File: config.mk
export PLATFORM = sky130hd
export DESIGN_NAME = rename_ctrl
export DESIGN_NICKNAME = d
export VERILOG_FILES = /design/src/rtl/rename_ctrl_pkg.sv /design/src/rtl/rename_ctrl_rob_tag_alloc.sv /design/src/rtl/rename_ctrl.sv
export SDC_FILE = /design/constraint.sdc
export NUM_CORES = 1
export LEC_CHECK = 0
export BUFFER_PORTS_ARGS = -buffer_cell sky130_fd_sc_hd__buf_2
export CORE_ASPECT_RATIO = 1.2
export CORE_MARGIN = 3
export CORE_UTILIZATION = 45
export CTS_CLUSTER_SIZE = 28
export DETAILED_ROUTE_END_ITERATION = 7
export PLACE_DENSITY = 0.77
export SLEW_MARGIN = 5
export SYNTH_ARGS = -nofsm -noshare
export SYNTH_HDL_FRONTEND = slang
export SYNTH_SLANG_ARGS = --single-unit
File: constraint.sdc
create_clock -name clk -period 2.7 [get_ports clk]
set_input_delay 0.54 -clock clk [delete_from_list [all_inputs] [get_ports clk]]
set_output_delay 0.54 -clock clk [all_outputs]
set_load 0.01 [all_outputs]
File: src/rtl/rename_ctrl_pkg.sv
// Shared definitions for the rename stage controller: default widths,
// the reserved "no tag" encoding and the sequencer state encoding.
package rename_ctrl_pkg;

  localparam int ROB_TAG_LEN_DEF  = 3;
  localparam int REG_ADDR_LEN_DEF = 5;
  // src1, src2 and dest packed side by side
  localparam int ARCH_REG_FIELDS  = 3;

  // Tags 0..2^N-2 are allocatable; all-ones means "no tag" in the map table.
  localparam int ROB_SIZE_DEF = (1 << ROB_TAG_LEN_DEF) - 1;
  localparam logic [ROB_TAG_LEN_DEF-1:0] NO_TAG = {ROB_TAG_LEN_DEF{1'b1}};

  typedef enum logic [1:0] {
    RUN   = 2'd0,
    STALL = 2'd1,
    FLUSH = 2'd2
  } rename_state_e;

endpackage

File: src/rtl/rename_ctrl_rob_tag_alloc.sv
// Circular ROB tag allocator: tail pointer of the next tag to hand out and
// the count of tags still free. Clear restores the empty-ROB condition.
module rename_ctrl_rob_tag_alloc
  import rename_ctrl_pkg::*;
#(
  parameter int ROB_TAG_LEN = ROB_TAG_LEN_DEF,
  parameter int ROB_SIZE    = (1 << ROB_TAG_LEN) - 1
) (
  input  logic                   clk,
  input  logic                   reset,
  input  logic                   alloc_i,
  input  logic                   free_i,
  input  logic                   clear_i,
  output logic [ROB_TAG_LEN-1:0] tag_o,
  output logic [ROB_TAG_LEN-1:0] free_cnt_o,
  output logic                   empty_o
);

  localparam logic [ROB_TAG_LEN-1:0] SIZE_V = ROB_TAG_LEN'(ROB_SIZE);
  localparam logic [ROB_TAG_LEN-1:0] LAST_V = ROB_TAG_LEN'(ROB_SIZE - 1);

  logic [ROB_TAG_LEN-1:0] tail_q, tail_d;
  logic [ROB_TAG_LEN-1:0] free_cnt_q, free_cnt_d;

  // Next tail / free count: clear wins, alloc and free cancel each other out
  always_comb begin
    tail_d     = tail_q;
    free_cnt_d = free_cnt_q;
    if (clear_i) begin
      tail_d     = '0;
      free_cnt_d = SIZE_V;
    end else begin
      if (alloc_i) begin
        tail_d = (tail_q == LAST_V) ? '0 : tail_q + 1'b1;
      end
      case ({alloc_i, free_i})
        2'b10:   free_cnt_d = free_cnt_q - 1'b1;
        2'b01: begin
          // A return with nothing outstanding is bogus; hold at full.
          if (free_cnt_q != SIZE_V) free_cnt_d = free_cnt_q + 1'b1;
        end
        default: free_cnt_d = free_cnt_q;
      endcase
    end
  end

  // Allocator state registers
  always_ff @(posedge clk) begin
    if (reset) begin
      tail_q     <= '0;
      free_cnt_q <= SIZE_V;
    end else begin
      tail_q     <= tail_d;
      free_cnt_q <= free_cnt_d;
    end
  end

  assign tag_o      = tail_q;
  assign free_cnt_o = free_cnt_q;
  assign empty_o    = (free_cnt_q == '0);

  // Commit arriving while every tag is already free means the ROB lost track
  a_no_free_when_full: assert property (
    @(posedge clk) disable iff (reset)
      !(free_i && !clear_i && (free_cnt_q == SIZE_V)));

endmodule

File: src/rtl/rename_ctrl.sv
// Rename stage sequencer: one-entry hold register for the decoded instruction,
// RUN/STALL/FLUSH control, ROB tag allocation and map table command muxing.
module rename_ctrl
  import rename_ctrl_pkg::*;
#(
  parameter int ROB_TAG_LEN  = ROB_TAG_LEN_DEF,
  parameter int ROB_SIZE     = (1 << ROB_TAG_LEN) - 1,
  parameter int REG_ADDR_LEN = REG_ADDR_LEN_DEF,
  parameter int ARCH_REG_LEN = ARCH_REG_FIELDS * REG_ADDR_LEN
) (
  input  logic                    clk,
  input  logic                    reset,
  input  logic                    in_valid,
  output logic                    in_ready,
  input  logic [ARCH_REG_LEN-1:0] in_arch_reg,
  input  logic                    in_has_dest,
  input  logic                    rs_full,
  input  logic                    commit_valid,
  input  logic [REG_ADDR_LEN-1:0] commit_reg,
  input  logic [ROB_TAG_LEN-1:0]  commit_tag,
  input  logic                    cdb_valid,
  input  logic [ROB_TAG_LEN-1:0]  cdb_tag,
  input  logic                    flush,
  output logic [ARCH_REG_LEN-1:0] arch_reg,
  output logic                    assign_flag,
  output logic [ROB_TAG_LEN-1:0]  assign_rob_tag,
  output logic                    return_flag,
  output logic [REG_ADDR_LEN-1:0] reg_addr_from_rob,
  output logic [ROB_TAG_LEN-1:0]  rob_tag_from_rob,
  output logic                    ready_flag,
  output logic [ROB_TAG_LEN-1:0]  rob_tag_from_cdb,
  output logic                    mt_clear,
  output logic                    disp_valid
);

  rename_state_e state_q, state_d;

  logic                    hold_valid_q, hold_valid_d;
  logic [ARCH_REG_LEN-1:0] hold_reg_q, hold_reg_d;
  logic                    hold_has_dest_q, hold_has_dest_d;

  logic                    alloc_empty;
  logic [ROB_TAG_LEN-1:0]  alloc_tag;
  logic [ROB_TAG_LEN-1:0]  alloc_free_cnt;

  logic st_run;
  logic st_flush;
  logic can_fire;
  logic fire;
  logic accept;

  assign st_run   = (state_q == RUN);
  assign st_flush = (state_q == FLUSH);
  // Resources available regardless of state; used to leave STALL
  assign can_fire = hold_valid_q & ~alloc_empty & ~rs_full;
  // A flush in the same cycle squashes the held instruction instead of issuing it
  assign fire     = st_run & can_fire & ~flush;
  // Decode is not accepted on a flush cycle so nothing it hands over is lost
  assign in_ready = st_run & ~flush & (~hold_valid_q | fire);
  assign accept   = in_valid & in_ready;

  rename_ctrl_rob_tag_alloc #(
    .ROB_TAG_LEN (ROB_TAG_LEN),
    .ROB_SIZE    (ROB_SIZE)
  ) u_alloc (
    .clk        (clk),
    .reset      (reset),
    .alloc_i    (fire),
    .free_i     (commit_valid),
    .clear_i    (st_flush),
    .tag_o      (alloc_tag),
    .free_cnt_o (alloc_free_cnt),
    .empty_o    (alloc_empty)
  );

  // Hold register next state: emptied in FLUSH, loaded on accept, drained on fire
  always_comb begin
    hold_valid_d    = hold_valid_q;
    hold_reg_d      = hold_reg_q;
    hold_has_dest_d = hold_has_dest_q;
    if (st_flush) begin
      hold_valid_d = 1'b0;
    end else if (accept) begin
      hold_valid_d    = 1'b1;
      hold_reg_d      = in_arch_reg;
      hold_has_dest_d = in_has_dest;
    end else if (fire) begin
      hold_valid_d = 1'b0;
    end
  end

  // Next-state logic of the RUN/STALL/FLUSH sequencer
  always_comb begin
    state_d = state_q;
    if (flush) begin
      state_d = FLUSH;
    end else begin
      case (state_q)
        RUN:     if (hold_valid_q && !fire) state_d = STALL;
        STALL:   if (can_fire) state_d = RUN;
        FLUSH:   state_d = RUN;
        default: state_d = RUN;
      endcase
    end
  end

  // State and hold registers
  always_ff @(posedge clk) begin
    if (reset) begin
      state_q         <= RUN;
      hold_valid_q    <= 1'b0;
      hold_reg_q      <= '0;
      hold_has_dest_q <= 1'b0;
    end else begin
      state_q         <= state_d;
      hold_valid_q    <= hold_valid_d;
      hold_reg_q      <= hold_reg_d;
      hold_has_dest_q <= hold_has_dest_d;
    end
  end

  // Map table / dispatch command outputs; commit and CDB pass through except in FLUSH
  always_comb begin
    disp_valid        = fire;
    assign_flag       = fire & hold_has_dest_q;
    arch_reg          = hold_reg_q;
    assign_rob_tag    = alloc_tag;
    return_flag       = ~st_flush & commit_valid;
    reg_addr_from_rob = commit_reg;
    rob_tag_from_rob  = commit_tag;
    ready_flag        = ~st_flush & cdb_valid;
    rob_tag_from_cdb  = cdb_tag;
    mt_clear          = st_flush;
  end

endmodule

---- Yosys cells after proc, flatten, opt, wreduce, memory -nomap -nowiden ----
Index checks and enable logic that the tools add are counted.
cells by class
  add/sub/neg operators ................... 3
  eq/ne operators ......................... 11
  mux-type cells .......................... 9
  bitwise operators ....................... 16
  reductions and logical operators ........ 12
operators by type and width
  kind                   number
  $and A1 B1 Y1          10
  $reduce_and A2 Y1      4
  $add A3 B1 Y3 const B  2
  $mux W2                3
  $mux W3                2
  $ne A3 B3 Y1 const B   2
  $pmux W3 S2            1
  $not A1 Y1             5
  $eq A2 B1 Y1 const B   2
  $eq A2 B2 Y1 const B   2
  $ne A2 B1 Y1 const B   2
  $pmux W2 S2            1
  $reduce_bool A2 Y1     2
  $reduce_or A2 Y1       2
  $eq A3 B3 Y1 const B   1
  $logic_not A3 Y1       1
  $ne A3 B2 Y1 const B   1
  $sub A3 B1 Y3 const B  1
  $logic_not A2 Y1       1
  $mux W1                2
  $ne A2 B2 Y1 const B   1
  $logic_and A1 B1 Y1    1
  $logic_not A1 Y1       1
  $or A1 B1 Y1           1
storage, ports and cells
  flip-flop bits (word level) ............. 25
  input bits .............................. 34
  word-level logic and storage cells ...... 58

---- Logic depth before layout (Yosys ltp) ----
  depth after elaboration ................. 11
  depth in mapped cells ................... 8

---- By module ----
From an unflattened synthesis, not the netlist that was laid out.
second synthesis, totals
  cell total of the unflattened synthesis .. 143
  area total of the unflattened synthesis .. 1353.8 um^2
by module, submodules not included
  module                     instances  cells an instance  area each (um^2)
  rename_ctrl                1          100                984.7
  rename_ctrl_rob_tag_alloc  1          43                 369.1

---- Least setup slack after synthesis ----
Ideal clock, no wire load.
  path type ............................... register -> register
  from .................................... reg u_alloc.free_cnt_q[1], in the netlist u_alloc.free_cnt_o[1]
  to ...................................... reg u_alloc.free_cnt_q[2], in the netlist u_alloc.free_cnt_o[2]
  library setup time ...................... 0.125 ns
  arrival time ............................ 1.842 ns
  data required time ...................... 2.575 ns
  setup slack ............................. 0.733 ns
  stages on the path, launching flop included .. 9
  buffers on the path ..................... 0
  clock period less this slack ............ 1.967 ns
  cell sequence ........................... dfxtp_1 or3_4 a31oi_2 inv_1 fa_1 nor2_1 nand2_1 a211oi_1 nor3_1
on the way
  cells in the longest elaborated chain, start to end .. 9
  elaborated cells between the ends (all ways) .. 16
ends and longest elaborated chain
  what                                                                        line                             text
  start: declaration                                                          rename_ctrl_rob_tag_alloc.sv:23  logic [ROB_TAG_LEN-1:0] free_cnt_q, free_cnt_d;
  start signal: assignment                                                    rename_ctrl_rob_tag_alloc.sv:54  free_cnt_q <= free_cnt_d;
  $logic_not A3 Y1                                                            rename_ctrl_rob_tag_alloc.sv:60  assign empty_o = (free_cnt_q == '0);
  $not A1 Y1                                                                  rename_ctrl.sv:55                assign can_fire = hold_valid_q & ~alloc_empty & ~rs_full;
  $and A1 B1 Y1 (2 in a row)                                                  rename_ctrl.sv:55
  $and A1 B1 Y1 (2 in a row)                                                  rename_ctrl.sv:57                assign fire = st_run & can_fire & ~flush;
  $eq A2 B1 Y1 / $eq A2 B2 Y1 (equally long branches)                         rename_ctrl_rob_tag_alloc.sv:36  case ({alloc_i, free_i})
  $ne A2 B1 Y1 (no source line) / $reduce_bool A2 Y1 (equally long branches)  n/a
  $reduce_and A2 Y1 (no source line)                                          n/a
Parallel ways exist; a longest one is shown, timed or not. The select of a mux whose other input is x is not followed.
A chain may end at the register's enable or synchronous reset.

---- Worst setup path in the final report ----
  from .................................... reg state_q[1]
  to ...................................... out assign_flag
on the way
  cells in the longest elaborated chain, start to end .. 4
ends and longest elaborated chain
  what                        line                text
  start: declaration          rename_ctrl.sv:36   rename_state_e state_q, state_d;
  start signal: assignment    rename_ctrl.sv:115  state_q <= state_d;
  $logic_not A2 Y1            rename_ctrl.sv:52   assign st_run = (state_q == RUN);
  $and A1 B1 Y1 (2 in a row)  rename_ctrl.sv:57
  $and A1 B1 Y1               rename_ctrl.sv:125  assign_flag = fire & hold_has_dest_q;
  end: declaration            rename_ctrl.sv:25   output logic assign_flag,
No other way between the ends.

==> results_dict.tcl <==
set metrics [dict create \
    ant_nets 0 \
    nNetsFinal 220 \
    hold_buffers 0 \
    drt-met1-wl_microns 1120 \
    timing.final.crit_share_pct 83.0 \
    yosys_warnings 0 \
    slowest_stage "dfxtp_1" \
    grt_max_degree 37 \
    htreeDepth 1 \
    grt_pass1_vias 1070 \
    r2r_start "u_alloc.free_cnt_o[1]" \
    diodes 0 \
    fp.coreArea_sq_mm 0.00284 \
    syn_to_final_growth_pct 14.6 \
    grt_use_total_pct 15.1 \
    clk_pin_slew_ps 140 \
    multi_input_area_sq_um 719 \
    vias 1142 \
    synth_nets 184 \
    insertion_delay_ps 320 \
    grt_overflow 0 \
    cts_buffer_depth 2 \
    crit_path_max_incr_delay_ps 390 \
    outcome "finished, final reports clean" \
    tightest_slew_ps 420 \
    start_kind "flop" \
    drive_gt1_share_pct 32.1 \
    die_area_sq_mm 0.00371 \
    numCtsBuffers 3 \
    first_pass_iters 4 \
    critPathKind "reg -> out" \
    post-place-cells 214 \
    critPathArrivalTime_ps 1700 \
    row_count 21 \
    leakage_nw 0.659 \
    floorplan.initialDensity_pct 47.8 \
    path_cells "nor4b_4, nand3_2, inv_4, and2_1, buf_2" \
    clock-sinks 25 \
    vias_per_cell 5.24 \
    chipWidth_microns 56.1 \
    wl_met2_microns 1360 \
    hold_start "in_arch_reg[6]" \
    critPathRequiredTime_ps 2160 \
    fp.dieH_microns 66.1 \
    largest_reg_flops 15 \
    cts.repair.resized 0 \
    setup.worst_path.start "state_q[1]" \
    gp_congestion 0.795 \
    antenna_found_initial 0 \
    portBuffers 46 \
    tns_ps 0 \
    syn_area_per_cell_sq_um 9.09 \
    finalCriticalPeriod_ps 2240 \
    path_max_fanout 9 \
    hold_path.class "in -> reg" \
    synth_top_area_cell "dfxtp_1" \
    ys_types 31 \
    fmax_mhz 446 \
    ir_worst_vdd_mv 0.224 \
    postCtsSetupRepairBufs 0 \
    synth_top_area_share_pct 36.9 \
    crit_path_end_kind "output pin" \
    layout_common_cells "buf_2, nand2b_1, dfxtp_1, mux2i_1, nand2_1" \
    finalNonFillerCells 218 \
    fill_cells 257 \
    powerDensity_mw_per_mm2 429 \
    drt_wl_total_microns 2790 \
    cap_violations 0 \
    wl_per_cell_microns 12.8 \
    synth_cells 149 \
    drtIter0Drc 33 \
    clock_skew_ps 5.07 \
    ys_seq_area_share_pct 36.9 \
    grt_pass1_wl_microns 4550 \
    wl_met3_microns 295 \
    layout.cells.most_common "buf_2" \
    hold_violations 0 \
    path_delay_family "simple AND/OR/NAND/NOR gates" \
    ios 69 \
    highest_layer "met4" \
    synth_area_sq_mm 0.00136 \
    drc 0 \
    regArea_sq_um 500 \
    synth-seq-cells 25 \
    place_hpwl_microns 2140 \
    maxSlewHeadroom_pct 72.0 \
    setup_viol_count_final 0 \
    synth.top_cells.by_area "dfxtp_1, nand2b_1, mux2i_1, buf_4, nor3_1" \
    root_buffer "clkbuf_4" \
    cts_tree "done" \
    crit_buf_inv 2 \
    maxSlewViolCount 0 \
    rsz0062_at_grt "false" \
]
## layer usage
layer,track usage [%],vias up
li1,-,562
met1,16.4,518
met2,26.5,60
met3,6.45,2
met4,4.45,0
met5,0,-
## worst paths after layout
check | to | slack [ps] | cells past startpoint
min reg2reg | hold_has_dest_q | 490 | 2
max reg2reg | u_alloc.free_cnt_o[2] | 560 | 8
max | assign_flag | 460 | 5
min | arch_reg[6] | 460 | 3
## cell families (layout without fill, tap and decap cells)
group / count (synthesis) / count (layout) / synth area share [%]
AO/OA/AOI/OAI: 15 / 15 / 7.11
adder cells (fa/ha/maj): 1 / 1 / 1.48
buffers and inverters: 22 / 57 / 10.2
flip-flops: 25 / 25 / 36.9
multiplexers: 16 / 16 / 11.8
AND/OR/NAND/NOR: 70 / 70 / 32.5
## cell usage after synthesis (all sizes together)
library cell and n:
or3 1, fa 1, clkbuf 3, nand3 5
nand2 7, a211oi 1, buf 13, o31ai 1
a2111oi 1, and4 1, nor2b 2, or2 1
mux2i 16, a31oi 1, dfxtp 25, o21ai 6
inv 6, nand4b 1, and2 3, nor2 3
nor3 7, nor4b 3, a21oi 5, nand2b 35
nand4 1
## power by group
group	internal (mW)	switching (mW)
sequential	0.383	0.00898
combinational	0.0506	0.0513
clock	0.0554	0.117
total	0.489	0.177
## layout make-up
class,instances,share of cell area [%]
Timing Repair Buffer,47,15.3
Inverter,6,1.61
Multi-Input combinational cell,102,46.3
Sequential cell,25,32.2
Tap cell,34,2.74
Clock inverter,1,0.322
Clock buffer,3,1.45
## worst reg2reg max path, stage by stage, from the launching register on
cell,delay (ps)
dfxtp_1,390
or3_4,440
a31oi_2,230
inv_1,80
fa_1,400
nor2_1,130
nand2_1,60
a211oi_1,240
nor3_1,80
## per-stage QoR
step | utilization [%] | power [mW] | setup slack [ps] | hold WS (ps) | instance area (sq um)
finish | 54.7 | 0.666 | 459 | 458 | 1550
global route | 54.7 | 0.702 | 348 | 440 | 1550
global placement | 53.7 | 0.498 | 556 | 456 | 1530
floorplan | - | 0.478 | 733 | 444 | 1360
detailed placement | 53.7 | 0.503 | 500 | 468 | 1530
CTS | 54.7 | 0.676 | 440 | 451 | 1550
Power figures use the tool's default switching activity.
